**config.mk**
```make
export PLATFORM = sky130hd
export DESIGN_NAME = digital_port_arbiter_flat
export DESIGN_NICKNAME = d
export VERILOG_FILES = /design/src/rtl/digital_port_pkg.sv /design/src/rtl/digital_port_arbiter_if.sv /design/src/rtl/digital_port_arbiter_rr_arbiter2.sv /design/src/rtl/digital_port_arbiter.sv /design/src/flat_wrapper.sv
export SDC_FILE = /design/constraint.sdc
export NUM_CORES = 1
export LEC_CHECK = 0
export ABC_CLOCK_PERIOD_IN_PS = 2100
export BUFFER_PORTS_ARGS = -buffer_cell sky130_fd_sc_hd__buf_2
export CAP_MARGIN = 10
export CORE_MARGIN = 1
export CORE_UTILIZATION = 25
export DETAILED_ROUTE_END_ITERATION = 10
export GPL_TIMING_DRIVEN = 0
export RECOVER_POWER = 50
export REMOVE_ABC_BUFFERS = 1
export SYNTH_ARGS = -nofsm -noshare
export SYNTH_HDL_FRONTEND = slang
export SYNTH_SLANG_ARGS = --single-unit
```
**constraint.sdc**
```tcl
create_clock -name clk -period 2.1 [get_ports clk]
set_clock_uncertainty 0.05 [all_clocks]
set_input_delay 0 -clock clk [delete_from_list [all_inputs] [get_ports clk]]
set_output_delay 0 -clock clk [all_outputs]
set_load 0.01 [all_outputs]
```
**src/rtl/digital_port_pkg.sv**
```systemverilog
// Shared types and constants for the DigitalPort round-robin arbiter.
// The operation codes match the requester op bus encoding.
package digital_port_pkg;

  localparam int DATA_WIDTH = 32;

  typedef enum logic [1:0] {
    READ_IO   = 2'b00,
    WRITE_IO  = 2'b01,
    WRITE_DIR = 2'b10,
    READ_DIR  = 2'b11
  } op_e;

  typedef enum logic [1:0] {
    IDLE   = 2'b00,
    ISSUE  = 2'b01,
    SAMPLE = 2'b10,
    DONE   = 2'b11
  } state_e;

  function automatic logic op_is_read(input op_e op);
    return (op == READ_IO) || (op == READ_DIR);
  endfunction

endpackage

```
**src/rtl/digital_port_arbiter_if.sv**
```systemverilog
// Bundles both requester channels and the DigitalPort strobe/data pins.
// The slave modport is the arbiter; the master modport is the requesters and the port.
interface digital_port_arbiter_if #(
  parameter int DATA_WIDTH = digital_port_pkg::DATA_WIDTH
);

  logic                  req0_valid;
  logic [1:0]            req0_op;
  logic [DATA_WIDTH-1:0] req0_data;
  logic                  req0_ready;
  logic                  req0_rvalid;
  logic [DATA_WIDTH-1:0] req0_rdata;

  logic                  req1_valid;
  logic [1:0]            req1_op;
  logic [DATA_WIDTH-1:0] req1_data;
  logic                  req1_ready;
  logic                  req1_rvalid;
  logic [DATA_WIDTH-1:0] req1_rdata;

  logic                  port_cs;
  logic                  port_write_io;
  logic                  port_write_dir;
  logic [DATA_WIDTH-1:0] port_data_in;
  logic [DATA_WIDTH-1:0] port_data_out;
  logic [DATA_WIDTH-1:0] port_dir_out;

  modport master (
    output req0_valid, req0_op, req0_data,
    input  req0_ready, req0_rvalid, req0_rdata,
    output req1_valid, req1_op, req1_data,
    input  req1_ready, req1_rvalid, req1_rdata,
    input  port_cs, port_write_io, port_write_dir, port_data_in,
    output port_data_out, port_dir_out
  );

  modport slave (
    input  req0_valid, req0_op, req0_data,
    output req0_ready, req0_rvalid, req0_rdata,
    input  req1_valid, req1_op, req1_data,
    output req1_ready, req1_rvalid, req1_rdata,
    output port_cs, port_write_io, port_write_dir, port_data_in,
    input  port_data_out, port_dir_out
  );

endinterface

```
**src/rtl/digital_port_arbiter_rr_arbiter2.sv**
```systemverilog
// Two-way round-robin arbiter: combinational one-hot grant, pointer moves
// to the non-granted requester whenever a grant is accepted.
module rr_arbiter2 (
  input  logic       clk,
  input  logic       reset,
  input  logic [1:0] valid,
  input  logic       advance,
  output logic [1:0] grant
);

  // ptr_r set means req1 wins a tie
  logic ptr_r;

  // Pick the winner among the valid requesters
  always_comb begin
    grant = 2'b00;
    case (valid)
      2'b01:   grant = 2'b01;
      2'b10:   grant = 2'b10;
      2'b11:   grant = ptr_r ? 2'b10 : 2'b01;
      default: grant = 2'b00;
    endcase
  end

  // Priority pointer register
  always_ff @(posedge clk or negedge reset) begin
    if (!reset) begin
      ptr_r <= 1'b0;
    end else if (advance) begin
      ptr_r <= grant[0];
    end else begin
      ptr_r <= ptr_r;
    end
  end

endmodule

```
**src/rtl/digital_port_arbiter.sv**
```systemverilog
// Shares one DigitalPort between two requesters: accepts one transaction at a
// time, drives the port strobes and returns completion/read data to the winner.
module digital_port_arbiter
  import digital_port_pkg::*;
#(
  parameter int DATA_WIDTH = digital_port_pkg::DATA_WIDTH
) (
  input logic                  clk,
  input logic                  reset,
  digital_port_arbiter_if.slave bus
);

  state_e                state_r, state_next_s;
  logic                  grant_sel_r, grant_sel_next_s;
  op_e                   op_r, op_next_s;
  logic [DATA_WIDTH-1:0] data_r, data_next_s;
  logic [1:0]            ready_r, ready_next_s;
  logic [1:0]            rvalid_r, rvalid_next_s;
  logic [DATA_WIDTH-1:0] rdata0_r, rdata0_next_s;
  logic [DATA_WIDTH-1:0] rdata1_r, rdata1_next_s;
  logic                  cs_r, cs_next_s;
  logic                  write_io_r, write_io_next_s;
  logic                  write_dir_r, write_dir_next_s;
  logic [DATA_WIDTH-1:0] data_in_r, data_in_next_s;
  logic [DATA_WIDTH-1:0] result_s;
  logic [1:0]            valid_s;
  logic [1:0]            grant_s;
  logic                  advance_s;

  assign valid_s   = {bus.req1_valid, bus.req0_valid};
  assign advance_s = (state_r == IDLE) && (valid_s != 2'b00);

  rr_arbiter2 u_rr (
    .clk     (clk),
    .reset   (reset),
    .valid   (valid_s),
    .advance (advance_s),
    .grant   (grant_s)
  );

  // Outputs are registered one cycle behind the state that produces them,
  // so ready/strobe/rvalid land at T, T+1 and T+2 (T+3 for reads).
  always_comb begin
    state_next_s     = state_r;
    grant_sel_next_s = grant_sel_r;
    op_next_s        = op_r;
    data_next_s      = data_r;
    ready_next_s     = 2'b00;
    rvalid_next_s    = 2'b00;
    rdata0_next_s    = rdata0_r;
    rdata1_next_s    = rdata1_r;
    cs_next_s        = 1'b0;
    write_io_next_s  = 1'b0;
    write_dir_next_s = 1'b0;
    data_in_next_s   = {DATA_WIDTH{1'b0}};
    result_s         = data_r;
    case (state_r)
      IDLE: begin
        if (advance_s) begin
          ready_next_s     = grant_s;
          grant_sel_next_s = grant_s[1];
          if (grant_s[1]) begin
            op_next_s   = op_e'(bus.req1_op);
            data_next_s = bus.req1_data;
          end else begin
            op_next_s   = op_e'(bus.req0_op);
            data_next_s = bus.req0_data;
          end
          state_next_s = ISSUE;
        end else begin
          state_next_s = IDLE;
        end
      end
      ISSUE: begin
        cs_next_s        = 1'b1;
        data_in_next_s   = data_r;
        write_io_next_s  = (op_r == WRITE_IO);
        write_dir_next_s = (op_r == WRITE_DIR);
        if (op_is_read(op_r)) begin
          state_next_s = SAMPLE;
        end else begin
          state_next_s = DONE;
        end
      end
      SAMPLE: begin
        cs_next_s      = 1'b1;
        data_in_next_s = data_r;
        state_next_s   = DONE;
      end
      DONE: begin
        case (op_r)
          READ_IO:  result_s = bus.port_data_out;
          READ_DIR: result_s = bus.port_dir_out;
          default:  result_s = data_r;
        endcase
        if (grant_sel_r) begin
          rvalid_next_s = 2'b10;
          rdata1_next_s = result_s;
        end else begin
          rvalid_next_s = 2'b01;
          rdata0_next_s = result_s;
        end
        state_next_s = IDLE;
      end
      default: begin
        state_next_s = IDLE;
      end
    endcase
  end

  // State, transaction latches and registered outputs
  always_ff @(posedge clk or negedge reset) begin
    if (!reset) begin
      state_r     <= IDLE;
      grant_sel_r <= 1'b0;
      op_r        <= READ_IO;
      data_r      <= {DATA_WIDTH{1'b0}};
      ready_r     <= 2'b00;
      rvalid_r    <= 2'b00;
      rdata0_r    <= {DATA_WIDTH{1'b0}};
      rdata1_r    <= {DATA_WIDTH{1'b0}};
      cs_r        <= 1'b0;
      write_io_r  <= 1'b0;
      write_dir_r <= 1'b0;
      data_in_r   <= {DATA_WIDTH{1'b0}};
    end else begin
      state_r     <= state_next_s;
      grant_sel_r <= grant_sel_next_s;
      op_r        <= op_next_s;
      data_r      <= data_next_s;
      ready_r     <= ready_next_s;
      rvalid_r    <= rvalid_next_s;
      rdata0_r    <= rdata0_next_s;
      rdata1_r    <= rdata1_next_s;
      cs_r        <= cs_next_s;
      write_io_r  <= write_io_next_s;
      write_dir_r <= write_dir_next_s;
      data_in_r   <= data_in_next_s;
    end
  end

  assign bus.req0_ready     = ready_r[0];
  assign bus.req1_ready     = ready_r[1];
  assign bus.req0_rvalid    = rvalid_r[0];
  assign bus.req1_rvalid    = rvalid_r[1];
  assign bus.req0_rdata     = rdata0_r;
  assign bus.req1_rdata     = rdata1_r;
  assign bus.port_cs        = cs_r;
  assign bus.port_write_io  = write_io_r;
  assign bus.port_write_dir = write_dir_r;
  assign bus.port_data_in   = data_in_r;

endmodule

```
**src/flat_wrapper.sv**
```systemverilog
// flat-port wrapper written by rule: the top's interface ports become plain ports
module digital_port_arbiter_flat import digital_port_pkg::*;
#(
  parameter int DATA_WIDTH = digital_port_pkg::DATA_WIDTH
)
  (clk, reset, bus_req0_valid, bus_req0_op, bus_req0_data, bus_req0_ready, bus_req0_rvalid, bus_req0_rdata, bus_req1_valid, bus_req1_op, bus_req1_data, bus_req1_ready, bus_req1_rvalid, bus_req1_rdata, bus_port_cs, bus_port_write_io, bus_port_write_dir, bus_port_data_in, bus_port_data_out, bus_port_dir_out);
  digital_port_arbiter_if #(.DATA_WIDTH(DATA_WIDTH)) bus_i ();
  input logic clk;
  input logic reset;
  input wire logic [$bits(bus_i.req0_valid)-1:0] bus_req0_valid;
  input wire logic [$bits(bus_i.req0_op)-1:0] bus_req0_op;
  input wire logic [$bits(bus_i.req0_data)-1:0] bus_req0_data;
  output wire logic [$bits(bus_i.req0_ready)-1:0] bus_req0_ready;
  output wire logic [$bits(bus_i.req0_rvalid)-1:0] bus_req0_rvalid;
  output wire logic [$bits(bus_i.req0_rdata)-1:0] bus_req0_rdata;
  input wire logic [$bits(bus_i.req1_valid)-1:0] bus_req1_valid;
  input wire logic [$bits(bus_i.req1_op)-1:0] bus_req1_op;
  input wire logic [$bits(bus_i.req1_data)-1:0] bus_req1_data;
  output wire logic [$bits(bus_i.req1_ready)-1:0] bus_req1_ready;
  output wire logic [$bits(bus_i.req1_rvalid)-1:0] bus_req1_rvalid;
  output wire logic [$bits(bus_i.req1_rdata)-1:0] bus_req1_rdata;
  output wire logic [$bits(bus_i.port_cs)-1:0] bus_port_cs;
  output wire logic [$bits(bus_i.port_write_io)-1:0] bus_port_write_io;
  output wire logic [$bits(bus_i.port_write_dir)-1:0] bus_port_write_dir;
  output wire logic [$bits(bus_i.port_data_in)-1:0] bus_port_data_in;
  input wire logic [$bits(bus_i.port_data_out)-1:0] bus_port_data_out;
  input wire logic [$bits(bus_i.port_dir_out)-1:0] bus_port_dir_out;
  assign bus_i.req0_valid = bus_req0_valid;
  assign bus_i.req0_op = bus_req0_op;
  assign bus_i.req0_data = bus_req0_data;
  assign bus_req0_ready = bus_i.req0_ready;
  assign bus_req0_rvalid = bus_i.req0_rvalid;
  assign bus_req0_rdata = bus_i.req0_rdata;
  assign bus_i.req1_valid = bus_req1_valid;
  assign bus_i.req1_op = bus_req1_op;
  assign bus_i.req1_data = bus_req1_data;
  assign bus_req1_ready = bus_i.req1_ready;
  assign bus_req1_rvalid = bus_i.req1_rvalid;
  assign bus_req1_rdata = bus_i.req1_rdata;
  assign bus_port_cs = bus_i.port_cs;
  assign bus_port_write_io = bus_i.port_write_io;
  assign bus_port_write_dir = bus_i.port_write_dir;
  assign bus_port_data_in = bus_i.port_data_in;
  assign bus_i.port_data_out = bus_port_data_out;
  assign bus_i.port_dir_out = bus_port_dir_out;
  digital_port_arbiter #(.DATA_WIDTH(DATA_WIDTH)) u_core (.clk(clk), .reset(reset), .bus(bus_i));
endmodule
```
[Word level (Yosys, flattened, before mapping)]
Cells that the tools add are included.
Word-level totals
  bits of input ports: 136
  output and inout port bits: 103
  word-level logic and storage cells: 48
  register bits after elaboration: 141
Operators by class
  equality and inequality tests: 9
  muxes and demuxes: 16
  bitwise logic cells: 1
  reductions and logical operators: 9
Operators with widths (number)
  32-bit two-way mux: 2
  32-bit one-hot mux with 2 select lines: 1
  2-bit equality test (second input constant): 6
  2-bit two-way mux: 6
  2-bit one-hot mux with 4 select lines: 1
  2-bit by 1-bit equality test with 1-bit output (second input constant): 3
  2-bit one-hot mux with 3 select lines: 1
  2-bit AND reduction: 3
  1-bit two-way mux: 5
  2-bit zero test: 2
  2-bit nonzero test: 1
  2-bit OR reduction: 1
  1-bit logical AND: 1
  1-bit logical OR: 1
  1-bit NOT: 1

[Logic depth before layout (Yosys ltp)]
  word-level depth: 4
  gate-level depth with buffers: 7
  mapped depth without buffers: 5

[Hierarchy]
From an unflattened synthesis, not the netlist that was laid out.
Second synthesis, totals
  cell total of the unflattened synthesis: 536
  area total of the unflattened synthesis: 6050.8 um^2
Modules (own cells, without submodules)
  digital_port_arbiter: cells an instance 531, area an instance 5988.2 um^2, sequential area each 3478.3 um^2, times used 1
  rr_arbiter2: cells an instance 5, area an instance 62.6 um^2, sequential area each 25.0 um^2, times used 1

[Worst setup path after synthesis]
Ideal clock, no wire load.
  kind: register to register
  from: reg u_core.op_r[0]
  to: reg u_core.rdata1_r[26], in the netlist u_core.bus.req1_rdata[26]
  arrival: 1.445 ns
  setup slack: 0.471 ns
  stages on the path, launching flop included: 8
  data required time: 1.915 ns
  path buffers: 2
  setup time: 0.135 ns
  period minus slack after synthesis: 1.629 ns
  cell sequence: dfrtp_1 inv_1 ha_1 buf_2 buf_2 a221o_1 o21ai_0 o21ai_0
Between the ends
  cells in the longest elaborated chain, start to end: 2
  elaborated cells between the ends (all ways): 3
  those cells by class: eq/ne (1); mux (1); reduce/logical (1)
RTL lines
  start: declaration: line digital_port_arbiter.sv:15  | op_e op_r, op_next_s;
  start signal: assignment: line digital_port_arbiter.sv:129  | op_r <= op_next_s;
  2-bit equality test or 2-bit zero test (tied branches): line digital_port_arbiter.sv:91  | case (op_r)
  32-bit one-hot mux with 2 select lines *: line digital_port_arbiter.sv:91
  end signal: assignment: line digital_port_arbiter.sv:121  | rdata1_r <= {DATA_WIDTH{1'b0}};
  end signal: assignment: line digital_port_arbiter.sv:134  | rdata1_r <= rdata1_next_s;
  end: declaration: line digital_port_arbiter.sv:20  | logic [DATA_WIDTH-1:0] rdata1_r, rdata1_next_s;
Mark *: on every way between the ends. The rest lies on a longest branch, timed or not.
A chain may end at the register's enable or synchronous reset.

[Final worst setup path]
  from: reg u_core.op_r[1]
  to: reg u_core.rdata0_r[19], in the netlist u_core.bus.req0_rdata[19]
Between the ends
  cells in the longest elaborated chain, start to end: 2
  elaborated cells between the ends (all ways): 3
  those cells by class: eq/ne (1); mux (1); reduce/logical (1)
RTL lines
  2-bit equality test or 2-bit zero test (tied branches): line digital_port_arbiter.sv:91
  32-bit one-hot mux with 2 select lines *: line digital_port_arbiter.sv:91
  end signal: assignment: line digital_port_arbiter.sv:120  | rdata0_r <= {DATA_WIDTH{1'b0}};
  end signal: assignment: line digital_port_arbiter.sv:133  | rdata0_r <= rdata0_next_s;
  end: declaration: line digital_port_arbiter.sv:19  | logic [DATA_WIDTH-1:0] rdata0_r, rdata0_next_s;
Marks and branches as above.

==> metrics.yaml <==
outcome:
  status: "finished with violations"
  violations: "max-capacitance violations, max-slew violations"
pwr:
  power.static_leakage_nw: 4.181
  power.total_mw: 15.69
  powerDensity_nw_per_um2: 1626
  sw_frac_of_total_pct: 41.65
  clockPowerShare_pct: 21.1
  combPwrFrac_pct: 48.2
  seq_power_share_pct: 30.7
  power_switching_mw: 6.534
  max-vdd-ir-drop_v: 0.0007910
  p_int_mw: 9.153
worst_hold_path:
  worstHoldEndpoint: "u_core.bus.req0_rdata[28]$_DFFE_PN0P_"
  hold_depth: 4
  hp-class: "in -> reg"
  min_from: "bus_port_dir_out[28]"
layout:
  area_delta_synth_final_pct: 52.99
  seq_area_um2: 3505
  final_common_cell: "dfrtp_1"
  nNetsFinal: 1067
  diodes: 0
  layout-drive-gt1-share_pct: 24.87
  post-route-util_pct: 39.33
  multi_input_area_um2: 2559
  layout_common_cells: "dfrtp_1 (139), buf_2 (133), dlygate4sd3_1 (123)"
  fill_cells: 2443
synth:
  synth_top_family_by_area: "compound AO/OA/AOI/OAI gates"
  synth_cell_type_count: 29
  synth-warning-count: 0
  synthMuxAreaShare_pct: 0
  synth_area_um2: 6307
  synth_flop_cell: "dfrtp_1"
  ys_seq_area_share_pct: 55.54
  synth_seq_cells: 140
  netlist_instances: 583
  async_reset_ff_share_pct: 100.0
  synth_edf_count: 0
  syn_avg_cell_area_um2: 10.82
  yosys.area_share.simple_pct: 12.32
  synthAdderAreaFrac_pct: 1.389
  synth_xor_area_share_pct: 0
  synth-compound-area-share_pct: 25.51
place:
  hpwlAfterDp_um: 13200
  post-place-ws_ns: -0.8293
  port-buffer-count: 238
  place_congestion: 0.7401
routing:
  vias: 6129
  wirelength_um: 23140
  via_per_inst: 4.860
  drtIter0Drc: 369
  wl_met2_um: 11020
  routed.top_layer: "met4"
  dr_wl_met3_um: 1361
  drtPass1Iterations: 5
  drc: 0
  wire_per_inst_um: 18.35
  ant_nets: 0
  drt-met1-wl_um: 10120
critical_path:
  r2r_start: "u_core.op_r[1]$_DFFE_PN0P_"
  reg2reg_depth: 7
  worstPathArrival_ns: 2.15
  crit_type: "reg -> reg"
  start_kind: "flop"
  path_max_fanout: 5
  required_ns: 2.32
  reg2reg_slack_ns: 0.17
  r2r-end: "u_core.bus.req0_rdata[19]$_DFFE_PN0P_"
  endpoint_kind: "flop"
die:
  die_area_um2: 25870
  num_rows: 57
  die_h_um: 160.8
  start_util_pct: 25.71
  core_area_um2: 24530
  pin_count: 239
  fp.dieW_um: 160.8
global_route:
  gr-usage-all-layers_pct: 17.98
  grt_overflow: 0
  grt_pass1_vias: 6240
  grt_max_degree: 76
  antenna_found_initial: 0
  grt_pass1_wl_um: 35410
timing:
  fmax_mhz: 517.0
  setup_slack_ns: 0.1659
  worst_pin_slew_ns: 1.690
  fin_crit_sh_pct: 92.10
  setup_violations: 0
  rsz0062_at_grt: "no"
  hold_violations: 0
  drv_slew: 66
  finalCriticalPeriod_ns: 1.934
  timing.slew.headroom_pct: -12.67
cts:
  htree_num_levels: 4
  cts_inserted_buffers: 17
  clk_latency_ns: 0.42
  root_buffer: "clkbuf_16"
  numClockSinks: 140
  clkTransAtPathRegs_ns: 0.07
  cts_buffer_depth: 2
  cts_tree: "yes"
job:
  drv_cap: 1
==> state kept, by name (all words and copies together), names as in the netlist, 2 cells and up <==
name	cells
u_core.bus.req1_rdata	32
u_core.data_r	32
u_core.bus.port_data_in	32
u_core.op_r	2
u_core.rvalid_r	2
u_core.bus.req0_rdata	32
u_core.ready_r	2
==> Yosys cell counts (2+ instances only) <==
master / instances / share of area (%)
a221o_1: 32 / 5.1
a211oi_1: 4 / 0.48
nand2_1: 67 / 4.0
o21ai_1: 17 / 1.3
o32ai_1: 3 / 0.42
buf_4: 4 / 0.48
clkbuf_1: 14 / 0.83
nor3_1: 22 / 1.7
buf_6: 6 / 1.1
o22ai_1: 62 / 6.1
nor2_1: 5 / 0.30
buf_2: 28 / 2.2
a211oi_2: 27 / 5.4
inv_1: 7 / 0.42
dfrtp_1: 140 / 56
nor3_2: 12 / 1.9
clkbuf_2: 2 / 0.16
o21ai_0: 80 / 6.3
and2_1: 35 / 3.5
ha_1: 7 / 1.4
==> metal layers <==
metal / vias to the layer above / track usage [%]
met5: - / 0
met4: 0 / 7.075
met3: 37 / 4.390
met2: 244 / 29.77
met1: 3005 / 22.49
li1: 2843 / -
==> cell type report <==
cell class,count,share of cell area (%)
inverter,8,0.3371
clock inverter,13,1.932
multi-input combinational,382,26.52
sequential,140,36.32
timing repair buffer,375,26.00
clock buffer,19,4.694
tap,324,4.201
==> kinds of logic (layout without fill, tap and decap cells) <==
| family | after synthesis | after routing |
|---|---|---|
| AOI/OAI and AO/OA | 228 | 228 |
| adders and majority gates | 7 | 7 |
| buffers and inverters | 62 | 415 |
| and+or+nand+nor | 146 | 147 |
| DFF | 140 | 140 |
==> power groups by stage <==
stage	registers, mW	clock network [mW]	logic (mW)
2_1_floorplan	5.10	0	3.73
3_3_place_gp	4.79	0	6.51
3_5_place_dp	4.80	0	6.81
4_1_cts	4.78	3.40	7.66
5_1_grt	4.97	3.50	8.31
6_report	4.82	3.31	7.55
==> critical path, stage by stage (launching register included) <==
cell and delay, ns:
dfrtp_1 0.48, inv_1 0.13, ha_4 0.30, buf_4 0.17, buf_12 0.13, a221o_1 0.26, o21ai_0 0.14, o21ai_0 0.12
==> worst max path at each step <==
stage | start | end | slack [ns] | cells past startpoint
after floorplan | u_core.bus.port_cs$_DFF_PN0_ | u_core.data_r[10]$_DFFE_PN0P_ | -0.39 | 5
final | u_core.op_r[1]$_DFFE_PN0P_ | u_core.bus.req0_rdata[19]$_DFFE_PN0P_ | 0.17 | 7
after global routing | reset | u_core.u_rr.ptr_r$_DFFE_PN0P_ | 0.03 | 3
after detailed placement | u_core.bus.port_cs$_DFF_PN0_ | u_core.data_r[13]$_DFFE_PN0P_ | -0.83 | 5
after global placement | u_core.state_r[0]$_DFF_PN0_ | u_core.data_r[11]$_DFFE_PN0P_ | -1.51 | 5
after CTS | u_core.bus.port_cs$_DFF_PN0_ | u_core.data_r[13]$_DFFE_PN0P_ | 0.007 | 5
==> through the flow <==
| stage | hold WS (ns) | cell area, um^2 | setup TNS, ns | instances |
|---|---|---|---|---|
| 2_1_floorplan | -0.3456 | 6007 | -12.75 | 529 |
| 3_3_place_gp | 0.2020 | 7604 | -296.76 | 1091 |
| 3_5_place_dp | -0.01445 | 7690 | -63.34 | 1094 |
| 4_1_cts | 0.0004441 | 9698 | 0 | 1255 |
| 5_1_grt | 0.06532 | 9649 | 0 | 1261 |
| 6_report | 0.02029 | 9649 | 0 | 1261 |
==> repair_timing <==
item / in CTS / in global routing
buffers inserted: 6 / 5
gates cloned: 1 / 0
pin swaps: 2 / 1
hold endpoints to repair: 151 / 1
resized for setup: 6 / 4
setup endpoints to repair: 102 / 34
hold buffers: 122 / 1
Note: power is estimated with default switching activity, not from simulation.
